--- src/rtl/rc4_pkg.sv ---
// Shared types and constants for the RC4 PRGA / decrypt stage.
package rc4_pkg;

  localparam int unsigned BYTE_W      = 8;
  localparam int unsigned MSG_LEN_DEF = 32;
  localparam int unsigned K_W_DEF     = 5;
  localparam int unsigned ST_W        = 4;

  // Plaintext acceptance bounds: lowercase letters or space.
  localparam logic [BYTE_W-1:0] CHAR_LO = 8'h61;
  localparam logic [BYTE_W-1:0] CHAR_HI = 8'h7A;
  localparam logic [BYTE_W-1:0] CHAR_SP = 8'h20;

  // State encodings.
  localparam logic [ST_W-1:0] ST_IDLE   = 4'd0;
  localparam logic [ST_W-1:0] ST_RD_SI  = 4'd1;
  localparam logic [ST_W-1:0] ST_WT_SI  = 4'd2;
  localparam logic [ST_W-1:0] ST_CAP_SI = 4'd3;
  localparam logic [ST_W-1:0] ST_RD_SJ  = 4'd4;
  localparam logic [ST_W-1:0] ST_WT_SJ  = 4'd5;
  localparam logic [ST_W-1:0] ST_CAP_SJ = 4'd6;
  localparam logic [ST_W-1:0] ST_WR_SI  = 4'd7;
  localparam logic [ST_W-1:0] ST_WR_SJ  = 4'd8;
  localparam logic [ST_W-1:0] ST_RD_F   = 4'd9;
  localparam logic [ST_W-1:0] ST_WT_F   = 4'd10;
  localparam logic [ST_W-1:0] ST_CAP_F  = 4'd11;
  localparam logic [ST_W-1:0] ST_WR_DEC = 4'd12;
  localparam logic [ST_W-1:0] ST_DONE   = 4'd13;

  typedef enum logic [ST_W-1:0] {
    IDLE   = ST_IDLE,
    RD_SI  = ST_RD_SI,
    WT_SI  = ST_WT_SI,
    CAP_SI = ST_CAP_SI,
    RD_SJ  = ST_RD_SJ,
    WT_SJ  = ST_WT_SJ,
    CAP_SJ = ST_CAP_SJ,
    WR_SI  = ST_WR_SI,
    WR_SJ  = ST_WR_SJ,
    RD_F   = ST_RD_F,
    WT_F   = ST_WT_F,
    CAP_F  = ST_CAP_F,
    WR_DEC = ST_WR_DEC,
    DONE   = ST_DONE
  } state_e;

  // S memory request as presented on the S memory port.
  typedef struct packed {
    logic [BYTE_W-1:0] addr;
    logic [BYTE_W-1:0] data;
    logic              wen;
  } s_req_t;

endpackage

--- src/rtl/rc4_char_checker.sv ---
// Flags a byte that is a lowercase ASCII letter or a space.
module rc4_char_checker
  import rc4_pkg::*;
(
  input  logic [BYTE_W-1:0] byte_i,
  output logic              is_text_o
);

  // Range compare against the package bounds plus the single space code.
  always_comb begin
    is_text_o = ((byte_i >= CHAR_LO) && (byte_i <= CHAR_HI)) || (byte_i == CHAR_SP);
  end

endmodule

--- src/rtl/rc4_prga_decrypt.sv ---
// RC4 keystream generation over the KSA-prepared S memory, XOR with the
// encrypted ROM, plaintext written to the decrypted RAM, plus a whole-message
// "is text" verdict for the key-search controller.
module rc4_prga_decrypt
  import rc4_pkg::*;
#(
  parameter int unsigned MSG_LEN = MSG_LEN_DEF,
  parameter int unsigned K_W     = K_W_DEF
) (
  input  logic              clk,
  input  logic              reset,
  input  logic              commenco,
  output logic              finito,
  output logic              msg_valid,
  output logic [BYTE_W-1:0] s_address,
  output logic [BYTE_W-1:0] s_data,
  output logic              s_wen,
  input  logic [BYTE_W-1:0] s_q,
  output logic [K_W-1:0]    rom_address,
  input  logic [BYTE_W-1:0] rom_q,
  output logic [K_W-1:0]    dec_address,
  output logic [BYTE_W-1:0] dec_data,
  output logic              dec_wen
);

  state_e            state_q, state_d;
  logic [BYTE_W-1:0] i_q, i_d;
  logic [BYTE_W-1:0] j_q, j_d;
  logic [BYTE_W-1:0] si_q, si_d;
  logic [BYTE_W-1:0] sj_q, sj_d;
  logic [BYTE_W-1:0] f_q, f_d;
  logic [BYTE_W-1:0] enc_q, enc_d;
  logic [K_W-1:0]    k_q, k_d;
  logic              valid_acc_q, valid_acc_d;

  s_req_t            s_req_q, s_req_d;
  logic [K_W-1:0]    rom_addr_q, rom_addr_d;
  logic [K_W-1:0]    dec_addr_q, dec_addr_d;
  logic [BYTE_W-1:0] dec_data_q, dec_data_d;
  logic              dec_wen_q, dec_wen_d;
  logic              finito_q, finito_d;
  logic              msg_valid_q, msg_valid_d;

  logic [BYTE_W-1:0] plain_c;
  logic              plain_is_text_c;
  logic              last_byte_c;

  assign plain_c     = f_q ^ enc_q;
  assign last_byte_c = (k_q == K_W'(MSG_LEN - 1));

  rc4_char_checker u_char_checker (
    .byte_i    (plain_c),
    .is_text_o (plain_is_text_c)
  );

  // State, datapath and output registers; synchronous reset clears everything.
  always_ff @(posedge clk) begin
    if (reset) begin
      state_q     <= IDLE;
      i_q         <= '0;
      j_q         <= '0;
      si_q        <= '0;
      sj_q        <= '0;
      f_q         <= '0;
      enc_q       <= '0;
      k_q         <= '0;
      valid_acc_q <= 1'b0;
      s_req_q     <= '0;
      rom_addr_q  <= '0;
      dec_addr_q  <= '0;
      dec_data_q  <= '0;
      dec_wen_q   <= 1'b0;
      finito_q    <= 1'b0;
      msg_valid_q <= 1'b0;
    end else begin
      state_q     <= state_d;
      i_q         <= i_d;
      j_q         <= j_d;
      si_q        <= si_d;
      sj_q        <= sj_d;
      f_q         <= f_d;
      enc_q       <= enc_d;
      k_q         <= k_d;
      valid_acc_q <= valid_acc_d;
      s_req_q     <= s_req_d;
      rom_addr_q  <= rom_addr_d;
      dec_addr_q  <= dec_addr_d;
      dec_data_q  <= dec_data_d;
      dec_wen_q   <= dec_wen_d;
      finito_q    <= finito_d;
      msg_valid_q <= msg_valid_d;
    end
  end

  // Next-state and next-output logic; write enables and finito default low.
  always_comb begin
    state_d     = state_q;
    i_d         = i_q;
    j_d         = j_q;
    si_d        = si_q;
    sj_d        = sj_q;
    f_d         = f_q;
    enc_d       = enc_q;
    k_d         = k_q;
    valid_acc_d = valid_acc_q;
    s_req_d     = s_req_q;
    s_req_d.wen = 1'b0;
    rom_addr_d  = rom_addr_q;
    dec_addr_d  = dec_addr_q;
    dec_data_d  = dec_data_q;
    dec_wen_d   = 1'b0;
    finito_d    = 1'b0;
    msg_valid_d = msg_valid_q;

    case (state_q)
      IDLE: begin
        if (commenco) begin
          i_d         = 8'd1;
          j_d         = 8'd0;
          k_d         = '0;
          valid_acc_d = 1'b1;
          msg_valid_d = 1'b0;
          state_d     = RD_SI;
        end
      end
      RD_SI: begin
        s_req_d.addr = i_q;
        state_d      = WT_SI;
      end
      WT_SI: state_d = CAP_SI;
      CAP_SI: begin
        si_d    = s_q;
        j_d     = j_q + s_q;
        state_d = RD_SJ;
      end
      RD_SJ: begin
        s_req_d.addr = j_q;
        state_d      = WT_SJ;
      end
      WT_SJ: state_d = CAP_SJ;
      CAP_SJ: begin
        sj_d    = s_q;
        state_d = WR_SI;
      end
      // When i==j both writes hit one address; si==sj then, so order is harmless.
      WR_SI: begin
        s_req_d.addr = i_q;
        s_req_d.data = sj_q;
        s_req_d.wen  = 1'b1;
        state_d      = WR_SJ;
      end
      WR_SJ: begin
        s_req_d.addr = j_q;
        s_req_d.data = si_q;
        s_req_d.wen  = 1'b1;
        state_d      = RD_F;
      end
      RD_F: begin
        s_req_d.addr = si_q + sj_q;
        rom_addr_d   = k_q;
        state_d      = WT_F;
      end
      WT_F: state_d = CAP_F;
      CAP_F: begin
        f_d     = s_q;
        enc_d   = rom_q;
        state_d = WR_DEC;
      end
      WR_DEC: begin
        dec_addr_d  = k_q;
        dec_data_d  = plain_c;
        dec_wen_d   = 1'b1;
        valid_acc_d = valid_acc_q & plain_is_text_c;
        if (last_byte_c) begin
          state_d = DONE;
        end else begin
          k_d     = k_q + K_W'(1);
          i_d     = i_q + 8'd1;
          state_d = RD_SI;
        end
      end
      DONE: begin
        finito_d    = 1'b1;
        msg_valid_d = valid_acc_q;
        state_d     = IDLE;
      end
      default: state_d = IDLE;
    endcase
  end

  assign s_address   = s_req_q.addr;
  assign s_data      = s_req_q.data;
  assign s_wen       = s_req_q.wen;
  assign rom_address = rom_addr_q;
  assign dec_address = dec_addr_q;
  assign dec_data    = dec_data_q;
  assign dec_wen     = dec_wen_q;
  assign finito      = finito_q;
  assign msg_valid   = msg_valid_q;

endmodule
--- config.mk ---
export PLATFORM = sky130hd
export DESIGN_NAME = rc4_prga_decrypt
export DESIGN_NICKNAME = d
export VERILOG_FILES = /design/src/rtl/rc4_pkg.sv /design/src/rtl/rc4_char_checker.sv /design/src/rtl/rc4_prga_decrypt.sv
export SDC_FILE = /design/constraint.sdc
export NUM_CORES = 1
export LEC_CHECK = 0
export ABC_AREA = 1
export BUFFER_PORTS_ARGS = -buffer_cell sky130_fd_sc_hd__buf_2
export CAP_MARGIN = 10
export CORE_UTILIZATION = 50
export CTS_BUF_LIST = sky130_fd_sc_hd__clkbuf_4 sky130_fd_sc_hd__clkbuf_8
export CTS_CLUSTER_DIAMETER = 150
export CTS_CLUSTER_SIZE = 40
export DETAILED_ROUTE_END_ITERATION = 16
export PLACE_DENSITY = 0.8
export SLEW_MARGIN = 20
export SYNTH_ARGS = -nofsm -noshare
export SYNTH_HDL_FRONTEND = slang
export SYNTH_SLANG_ARGS = --single-unit
--- constraint.sdc ---
create_clock -name clk -period 1.7 [get_ports clk]
set_input_delay 0.255 -clock clk [delete_from_list [all_inputs] [get_ports clk]]
set_output_delay 0.255 -clock clk [all_outputs]
set_load 0.02 [all_outputs]
==> metrics.cfg <==
[layout]
fin_nets=728
final_cell_mix=116 x nand2_1, 93 x dfxtp_1, 75 x nor2_1, 66 x o21ai_0, 66 x a21oi_1
syn2layout_area_growth_pct=16.4
fin_util_pct=59.9
layout_commonest_cell=nand2_1
layout-drive-gt1-share_pct=18.9
diodes=0
fin_area_mm2=0.00522

[drt]
wirelength_met1_um=4910
drt_iter0_drc=307
routed_wl_um=11400
drc_errors=0
highest_layer=met4
wl_per_cell_um=14.2
wl_met2_um=5480
drt_first_pass_iters=5
via_count=4338
viasPerCell=5.42
met3_length_um=744
postRouteAntennaNets=0

[worst_setup_path]
crit_arrival_ns=1.87
end_kind=register
path_max_fanout=3
path_class=register to register
worstPathRequired_ns=1.96
critPathLaunchType=register

[floorplanning]
fp-row-count=34
coreArea_mm2=0.00872
die_x_um=96.7
die_h_um=96.7
initial_utilization_pct=51.4
io_pins=57
die_area_mm2=0.00935

[clock_tree]
root_buffer=clkbuf_8
cts_buffers=9
cts_tree=done
cts.sinks=96
clk_latency_ns=0.37
clockBufferDepth=2
clk_pin_slew_worst_paths_ns=0.08
h-tree-depth=3

[synthesis]
netlist_instances=623
ys_seq_elements=96
synth.area.mux_share_pct=0
ys_warn_count=0
synth_fa_ha_area_share_pct=5.63
syn-num-nets=661
synth_top_family_by_area=simple AND/OR/NAND/NOR gates
synthSimpleGateAreaFrac_pct=24.0
syn_avg_cell_area_um2=7.20
yosysSeqAreaShare_pct=42.8
synth_compound_area_share_pct=18.4
synth_cell_types=34
syn-cell-area_mm2=0.00449
synth_xor_area_share_pct=1.17

[sta]
clock.fmax_mhz=620
setup_viol_count_final=0
worst_pin_slew_ns=0.485
timing.hold.ws_ns=0.125
hold_viol_final=0
maxSlewHeadroom_pct=67.4
slew_violations=0
post-route-period-util_pct=94.9
clock_skew_ns=0.00901
fin_crit_ns=1.61
setup_tns_ns=0

[power]
power_density_mw_per_mm2=827
ir_worst_vdd_mv=0.456
power_leakage_nw=2.40

[grt]
antenna_found_initial=0
grt.total_usage_pct=24.9
grt_overflow_total=0
first_global_vias=4057
grt_max_degree=39
grt_pass1_wl_um=19000

[placement]
port_buffers=56
place_area_mm2=0.00493
dpl.hpwl_um=8300
place.gp.congestion=0.968

[worst_hold_path]
holdCritPathClass=input pin to register

[status]
status=completed

[flow_run]
cap_violations=0

[final timing paths]
| path | cells past startpoint | start | slack, ns | to |
|---|---|---|---|---|
| worst min-delay path | 3 | rom_q[5] | 0.12 | enc_q[5]$_SDFFE_PP0P_ |
| worst min register to register | 2 | f_q[3]$_SDFFE_PP0P_ | 0.47 | f_q[3]$_SDFFE_PP0P_ |
| worst max register to register | 6 | si_q[0]$_SDFFE_PP0P_ | 0.09 | s_address[1]$_SDFFE_PP0P_ |
| worst max-delay path | 6 | si_q[0]$_SDFFE_PP0P_ | 0.09 | s_address[1]$_SDFFE_PP0P_ |
[cell type report]
cell class,instances,area [um^2]
clock inverter,3,45.0
clock buffer,11,139
multi-input combinational,438,2280
inverter,71,269
timing repair buffer,74,428
tap,108,135
fill,809,3500
sequential,96,1930
[what timing repair did]
action | in CTS | in global routing
gates cloned | 0 | 1
endpoints found under the setup margin | 2 | 17
setup buffers | 0 | 4
resized for setup | 1 | 20
hold buffers | 0 | 0
pin swaps | 0 | 5
[cell families (layout without fill, tap and decap cells)]
kind of cell               count (synthesis)  count (layout)
DFF                                       96              96
xor gates and xnor gates                   6               6
adders and majority gates                 19              19
buffers and inverters                     90             159
AOI/OAI and AO/OA                        158             158
and+or+nand+nor                          254             255
[where the power goes]
group	total, W	internal [W]	switching [W]	leakage (nW)
registers	0.00236	0.00231	0.0000501	0.778
logic	0.000504	0.000174	0.000330	1.54
clock network	0.00146	0.000697	0.000759	0.0883
total	0.00432	0.00318	0.00114	2.40
[critical path, cell delays in order, from the launching register on]
cell,delay (ns)
dfxtp_2,0.38
ha_4,0.16
inv_1,0.05
fa_2,0.53
nor2_1,0.06
nor3_1,0.25
nor2_1,0.07
[layer usage]
layer | vias up | GRT usage, %
li1 | 2182 | -
met5 | - | 0
met2 | 163 | 41.5
met4 | 0 | 8.96
met1 | 1965 | 31.7
met3 | 28 | 5.20
[registers in the layout, indices dropped and copies added (netlist names), 4 cells and up]
name         cells
dec_address      5
dec_data         8
enc_q            8
f_q              8
i_q              8
j_q              8
k_q              5
rom_address      5
s_address        8
s_data           8
si_q             8
sj_q             8
state_q          4
[per-stage QoR]
stage,worst slack (ns),total power (W),instances
2_1_floorplan,0.142,0.00271,623
3_3_place_gp,0.0821,0.00286,782
3_5_place_dp,0.0163,0.00287,782
4_1_cts,0.0269,0.00431,796
5_1_grt,-0.0255,0.00450,801
6_report,0.0873,0.00432,801
[synth_stat cells (all sizes together)]
| cell | instances | area [um^2] |
|---|---|---|
| a2111oi | 1 | 8.76 |
| a211oi | 1 | 7.51 |
| a21o | 2 | 15.0 |
| a21oi | 68 | 344 |
| a22oi | 1 | 7.51 |
| a31oi | 9 | 56.3 |
| a41oi | 1 | 8.76 |
| buf | 8 | 43.8 |
| clkbuf | 11 | 41.3 |
| dfxtp | 96 | 1920 |
| fa | 2 | 40.0 |
| ha | 17 | 213 |
| inv | 71 | 269 |
| nand2 | 125 | 487 |
| nand3 | 24 | 120 |
| nand3b | 1 | 7.51 |
| nand4 | 10 | 62.6 |
| nor2 | 83 | 344 |
| nor3 | 10 | 50.1 |
| nor4 | 1 | 6.26 |
| o21ai | 73 | 365 |
| o21bai | 1 | 7.51 |
| o22ai | 1 | 6.26 |
| xnor2 | 3 | 26.3 |
| xor2 | 3 | 26.3 |
No activity file was read; power rests on OpenSTA's default activity.
